<file path="src/rtl/imem_prog_loader.sv">
// Boot loader: receives a framed byte stream (SYNC, N, N x {hi,lo}, CHK) and writes 16-bit words
// into instruction memory, holding the CPU in reset until a frame with a good checksum arrives.
module imem_prog_loader #(
    parameter int          ADDR_W    = 8,
    parameter logic [7:0]  SYNC_BYTE = 8'hA5
) (
    input  logic              clk,
    input  logic              nRESET,
    input  logic              rx_valid,
    input  logic [7:0]        rx_data,
    output logic              rx_ready,
    input  logic              load_req,
    output logic              imem_we,
    output logic [ADDR_W-1:0] imem_addr,
    output logic [15:0]       imem_wdata,
    output logic              cpu_nreset,
    output logic              done,
    output logic              err
);

    typedef enum logic [2:0] {
        S_HDR, S_CNT, S_HI, S_LO, S_WR, S_CHK, S_RUN, S_ERR
    } state_t;

    state_t              r_state;
    state_t              w_state_nxt;
    logic [7:0]          r_n;
    logic [7:0]          r_idx;
    logic [7:0]          r_acc;
    logic [7:0]          r_hi;
    logic                r_rx_ready;
    logic                r_we;
    logic [ADDR_W-1:0]   r_addr;
    logic [15:0]         r_wdata;
    logic                r_cpu_nreset;
    logic                r_done;
    logic                r_err;
    logic                w_xfer;
    logic [7:0]          w_idx_inc;

    assign w_xfer    = rx_valid & r_rx_ready;
    assign w_idx_inc = r_idx + 8'd1;

    assign rx_ready   = r_rx_ready;
    assign imem_we    = r_we;
    assign imem_addr  = r_addr;
    assign imem_wdata = r_wdata;
    assign cpu_nreset = r_cpu_nreset;
    assign done       = r_done;
    assign err        = r_err;

    always_ff @(posedge clk or negedge nRESET) begin
        if (!nRESET) r_state <= S_HDR;
        else         r_state <= w_state_nxt;
    end

    always_comb begin
        w_state_nxt = r_state;
        case (r_state)
            S_HDR: if (w_xfer && rx_data == SYNC_BYTE) w_state_nxt = S_CNT;
            S_CNT: if (w_xfer) w_state_nxt = (rx_data == 8'd0) ? S_CHK : S_HI;
            S_HI:  if (w_xfer) w_state_nxt = S_LO;
            S_LO:  if (w_xfer) w_state_nxt = S_WR;
            S_WR:  w_state_nxt = (w_idx_inc == r_n) ? S_CHK : S_HI;
            S_CHK: if (w_xfer) w_state_nxt = (rx_data == r_acc) ? S_RUN : S_ERR;
            S_RUN: if (load_req) w_state_nxt = S_HDR;
            // load_req takes priority over a byte arriving in the same cycle
            S_ERR: begin
                if (load_req)                              w_state_nxt = S_HDR;
                else if (w_xfer && rx_data == SYNC_BYTE)   w_state_nxt = S_CNT;
            end
            default: w_state_nxt = S_HDR;
        endcase
    end

    // Outputs are registered from the next state so they line up with the state they describe.
    always_ff @(posedge clk or negedge nRESET) begin
        if (!nRESET) begin
            r_n          <= 8'd0;
            r_idx        <= 8'd0;
            r_acc        <= 8'd0;
            r_hi         <= 8'd0;
            r_rx_ready   <= 1'b1;
            r_we         <= 1'b0;
            r_addr       <= '0;
            r_wdata      <= 16'd0;
            r_cpu_nreset <= 1'b0;
            r_done       <= 1'b0;
            r_err        <= 1'b0;
        end else begin
            r_rx_ready   <= !(w_state_nxt == S_WR || w_state_nxt == S_RUN);
            r_we         <= (w_state_nxt == S_WR);
            r_cpu_nreset <= (w_state_nxt == S_RUN);
            r_done       <= (w_state_nxt == S_RUN);
            case (r_state)
                S_CNT: if (w_xfer) begin
                    r_n   <= rx_data;
                    r_acc <= rx_data;
                    r_idx <= 8'd0;
                end
                S_HI: if (w_xfer) begin
                    r_hi  <= rx_data;
                    r_acc <= r_acc ^ rx_data;
                end
                S_LO: if (w_xfer) begin
                    r_acc   <= r_acc ^ rx_data;
                    r_wdata <= {r_hi, rx_data};
                    r_addr  <= ADDR_W'(r_idx);
                end
                S_WR:  r_idx <= w_idx_inc;
                S_CHK: if (w_xfer) r_err <= (rx_data != r_acc);
                S_ERR: if (!load_req && w_xfer && rx_data == SYNC_BYTE) r_err <= 1'b0;
                default: ;
            endcase
        end
    end

endmodule

</file>
<file path="config.mk">
export PLATFORM = sky130hd
export DESIGN_NAME = imem_prog_loader
export DESIGN_NICKNAME = d
export VERILOG_FILES = /design/src/rtl/imem_prog_loader.sv
export SDC_FILE = /design/constraint.sdc
export NUM_CORES = 1
export LEC_CHECK = 0
export BUFFER_PORTS_ARGS = -buffer_cell sky130_fd_sc_hd__buf_2
export CAP_MARGIN = 20
export CORE_MARGIN = 10
export CORE_UTILIZATION = 30
export DETAILED_ROUTE_END_ITERATION = 16
export HOLD_SLACK_MARGIN = 0.05
export PLACE_DENSITY_LB_ADDON = 0.25
export SLEW_MARGIN = 20
export SYNTH_ARGS = -nofsm -noshare
export SYNTH_HDL_FRONTEND = slang
export SYNTH_SLANG_ARGS = --single-unit
export TNS_END_PERCENT = 100
</file>
<file path="constraint.sdc">
create_clock -name clk -period 2.1 [get_ports clk]
set_clock_uncertainty 0.15 [all_clocks]
set_input_delay 0.21 -clock clk [delete_from_list [all_inputs] [get_ports clk]]
set_output_delay 0.21 -clock clk [all_outputs]
set_load 0.02 [all_outputs]
</file>
---- Yosys cells after proc, flatten, opt, wreduce, memory -nomap -nowiden ----
Cells that the tools add are included.
W data, S select, Z words.
operators by class
  $add $sub $neg .......................... 1
  equal/unequal tests ..................... 17
  muxes and demuxes ....................... 19
  bitwise logic cells ..................... 2
  reductions and logical operators ........ 18
operators by type and width
  kind                   count
  $pmux W8 S2            2
  $mux W3                9
  $mux W8                3
  $pmux W3 S8            1
  $eq A3 B3 Y1 const B   6
  $eq A8 B8 Y1           2
  $add A8 B1 Y8 const B  1
  $eq A8 B8 Y1 const B   1
  $logic_not A8 Y1       1
  $ne A8 B8 Y1           1
  $reduce_and A2 Y1      4
  $xor A8 B8 Y8          1
  $eq A3 B2 Y1 const B   2
  $ne A2 B2 Y1 const B   3
  $reduce_and A3 Y1      2
  $reduce_bool A2 Y1     3
  $eq A3 B1 Y1 const B   1
  $logic_and A1 B1 Y1    3
  $logic_not A3 Y1       1
  $mux W1                3
  $logic_not A1 Y1       2
  $ne A2 B1 Y1 const B   1
  $pmux W1 S2            1
  $reduce_or A2 Y1       1
  other kinds (2)        2
word-level totals
  register bits ........................... 63
  input bits .............................. 12
  output and inout bits ................... 29
  logic and storage cells ................. 68

---- Depth between registers and ports, before layout ----
  depth after elaboration ................. 8
  gate-level depth with buffers ........... 7
  mapped depth without buffers ............ 6

---- Worst setup path after synthesis ----
No wires, ideal clock.
  path type ............................... register to register
  start ................................... register r_idx[0]
  end ..................................... register r_state[0]
  setup time .............................. 0.080 ns
  arrival time ............................ 1.833 ns
  required time ........................... 1.870 ns
  slack ................................... 0.037 ns
  stages on the path, launching flop included .. 7
  buffers on the path ..................... 0
  period minus slack after synthesis ...... 2.063 ns
  cell sequence ........................... dfrtp_1 ha_1 nand2_1 or3_1 a211o_1 a211o_1 o211ai_2
between the ends
  word-level cells in the longest chain between the ends .. 4
RTL lines
  what                      line  text
  from (decl)               28    logic [7:0] r_idx;
  from (signal assigned)    110   S_WR: r_idx <= w_idx_inc;
  $add A8 B1 Y8             42    assign w_idx_inc = r_idx + 8'd1;
  $eq A8 B8 Y1              64    S_WR: w_state_nxt = (w_idx_inc == r_n) ? S_CHK : S_HI;
  $mux W3                   64
  $pmux W3 S8               59    case (r_state)
  named net w_state_nxt[0]  26    state_t w_state_nxt;
  to (signal assigned)      54    else r_state <= w_state_nxt;
  to (decl)                 25    state_t r_state;
The timed path passes the listed nets, and every way through them passes these cells.
A chain may end at the register's enable or synchronous reset.

---- Final worst setup path ----
  start ................................... register r_idx[3]
  end ..................................... register r_state[0]
Same word-level chain as after synthesis.

==> flow_summary.yaml <==
status:
  outcome: "completed"
job:
  max-cap-violations: 0
finish:
  diodes: 0
  drive_above_1_share: 0.368
  nets: 348
  syn_to_final_growth_pct: 19.1
  mostFrequentLayoutCell: "dfrtp_1"
  final_cell_mix: "dfrtp_1, buf_2, mux2_2"
floorplanning:
  dieArea_um2: 15000
  die_w_um: 123
  die-height_um: 123
  rows: 37
  initial_core_util: 0.307
  core_area_um2: 10300
  io_pins: 41
place:
  gp_congestion: 0.826
  port_buffers: 40
  dp_hpwl_mm: 5.23
clock_tree:
  insertion_delay_ns: 0.34
  cts-htree-levels: 3
  cts_buffers: 9
  cts_buffer_depth: 2
  numClockSinks: 63
  cts.clk_slew.worst_paths_ns: 0.07
  cts-root-buf: "clkbuf_8"
  cts_tree: "done"
synthesis:
  synth_fp_nets: 298
  ys_seq_area_frac: 0.500
  synthTopCellsByArea: "dfrtp_1, mux2_2, xnor2_1"
  avgSynthCellArea_um2: 11.1
  synth_cell_type_count: 44
  syn_inst: 285
  async_flop_share: 1.00
  ys.flop_type: "dfrtp_1"
  yosysWarnings: 0
  synth_edf_count: 0
  synth_seq_cells: 63
  synth_top_area_cell: "dfrtp_1"
  synth.cell_area_um2: 3150
  netlist.area_leader.share: 0.492
setup_path:
  cp-end-kind: "flip-flop"
  cp.arrival_ns: 2.10
  crit_required_ns: 2.21
  r2r_slack_ns: 0.11
  critPathKind: "reg2reg"
  start_kind: "flip-flop"
  path_max_fanout: 8
drt:
  routedWlPerCell_um: 16.1
  viasPerCell: 5.01
  drt_iter0_drc: 161
  dr_total_vias: 2383
  drt-total-wl_mm: 7.67
  drc: 0
  ant_nets: 0
  drt_first_pass_iters: 4
global_route:
  grt_use_total: 0.106
  overflow: 0
  antenna_found_initial: 0
  grt_pass1_wl_mm: 12.6
  grt_max_degree: 64
  grt_pass1_vias: 2524
timing:
  period_minus_slack_ns: 1.99
  rsz0062_at_grt: "false"
  hold_slack_ns: 0.0900
  hold_viol: 0
  fin_crit_sh: 0.949
  setup_viol: 0
  slew_viol_final: 0
  fin_tns_setup_ns: 0
  clock.fmax_mhz: 502
  max_slew_margin: 0.678
  tightest_slew_ns: 0.479
worst_hold_path:
  hp-class: "in2reg"
power:
  leakagePower_nw: 1.66
  pwr_density_cell_nw_per_um2: 1520
  peakVddDrop_mv: 0.607
[registers in the layout (all words and copies together) (netlist names), 3 cells and up]
name,cells
r_acc,8
r_n,8
r_state,3
imem_wdata,16
r_hi,8
imem_addr,8
r_idx,8
[final cells by class]
class,count,area [um2]
fill,1030,6520
sequential,63,1580
multi-input combinational,192,1430
timing repair buffer,64,395
tap,136,170
clock buffer,11,131
clock inverter,5,35.0
inverter,5,18.8
[per-layer routing]
layer | track usage | share of wire
met5 | 0 | 0
met4 | 0.0471 | 0.015
met3 | 0.0312 | 0.053
met2 | 0.166 | 0.45
met1 | 0.134 | 0.49
[worst max-delay path: stages, from the launching register on]
cell and delay (ns):
dfrtp_1 0.51, nand2_1 0.16, or3_1 0.38, a211o_1 0.31, a211o_1 0.26, o211ai_2 0.14
[Yosys cell counts (4+ instances only)]
master and count:
a31oi_1 7, xor2_1 6, nand4_1 5, a21oi_1 11, dfrtp_1 62, and3_1 7, xnor2_1 13, clkbuf_1 14
nand3_1 5, nand2_1 16, mux2_2 39, inv_1 4, a211oi_1 11, buf_2 6, o21ai_0 11, nor3_1 5
o22ai_1 12, nor2_1 10
[per-stage QoR]
stage	cell area, um2	setup slack, ns	util	total power [W]	cells
CTS	3750	0.111	0.365	0.00577	475
detailed placement	3570	0.142	0.347	0.00481	458
floorplan	3150	0.0367	-	0.00401	285
global placement	3570	0.159	0.347	0.00477	458
finish	3760	0.106	0.366	0.00572	476
global route	3760	0.0289	0.366	0.00615	476
[kinds of logic after synthesis]
family                     synth area share
adders and majority gates           0.00397
xor gates and xnor gates             0.0528
DFF                                   0.500
muxes                                 0.146
AOI/OAI and AO/OA                     0.137
and+or+nand+nor                       0.113
buffers and inverters                0.0476
[worst paths after layout]
check	from	endpoint	cells after the start
setup / recovery	r_idx[3]	r_state[0]	5
hold / removal	rx_valid	rx_ready	3
setup reg to reg	r_idx[3]	r_state[0]	5
hold reg to reg	imem_addr[3]	imem_addr[3]	2
max in group asynchronous	nRESET	rx_ready	3
min in group asynchronous	nRESET	r_acc[4]	3
[repair_timing]
| item | CTS | global route |
|---|---|---|
| hold buffers | 1 | 0 |
| gates resized for setup | 0 | 1 |
| hold endpoints to repair | 63 | 0 |
| buffers inserted | 0 | 1 |
| setup endpoints to repair | 0 | 1 |
[power breakdown]
group	total (W)	internal [W]	leakage, nW	switching (W)
Clock	0.000935	0.000429	0.0833	0.000506
Combinational	0.00257	0.00120	0.795	0.00137
Sequential	0.00221	0.00178	0.783	0.000431
Total	0.00572	0.00340	1.66	0.00231
No activity file was read; power rests on OpenSTA's default activity.
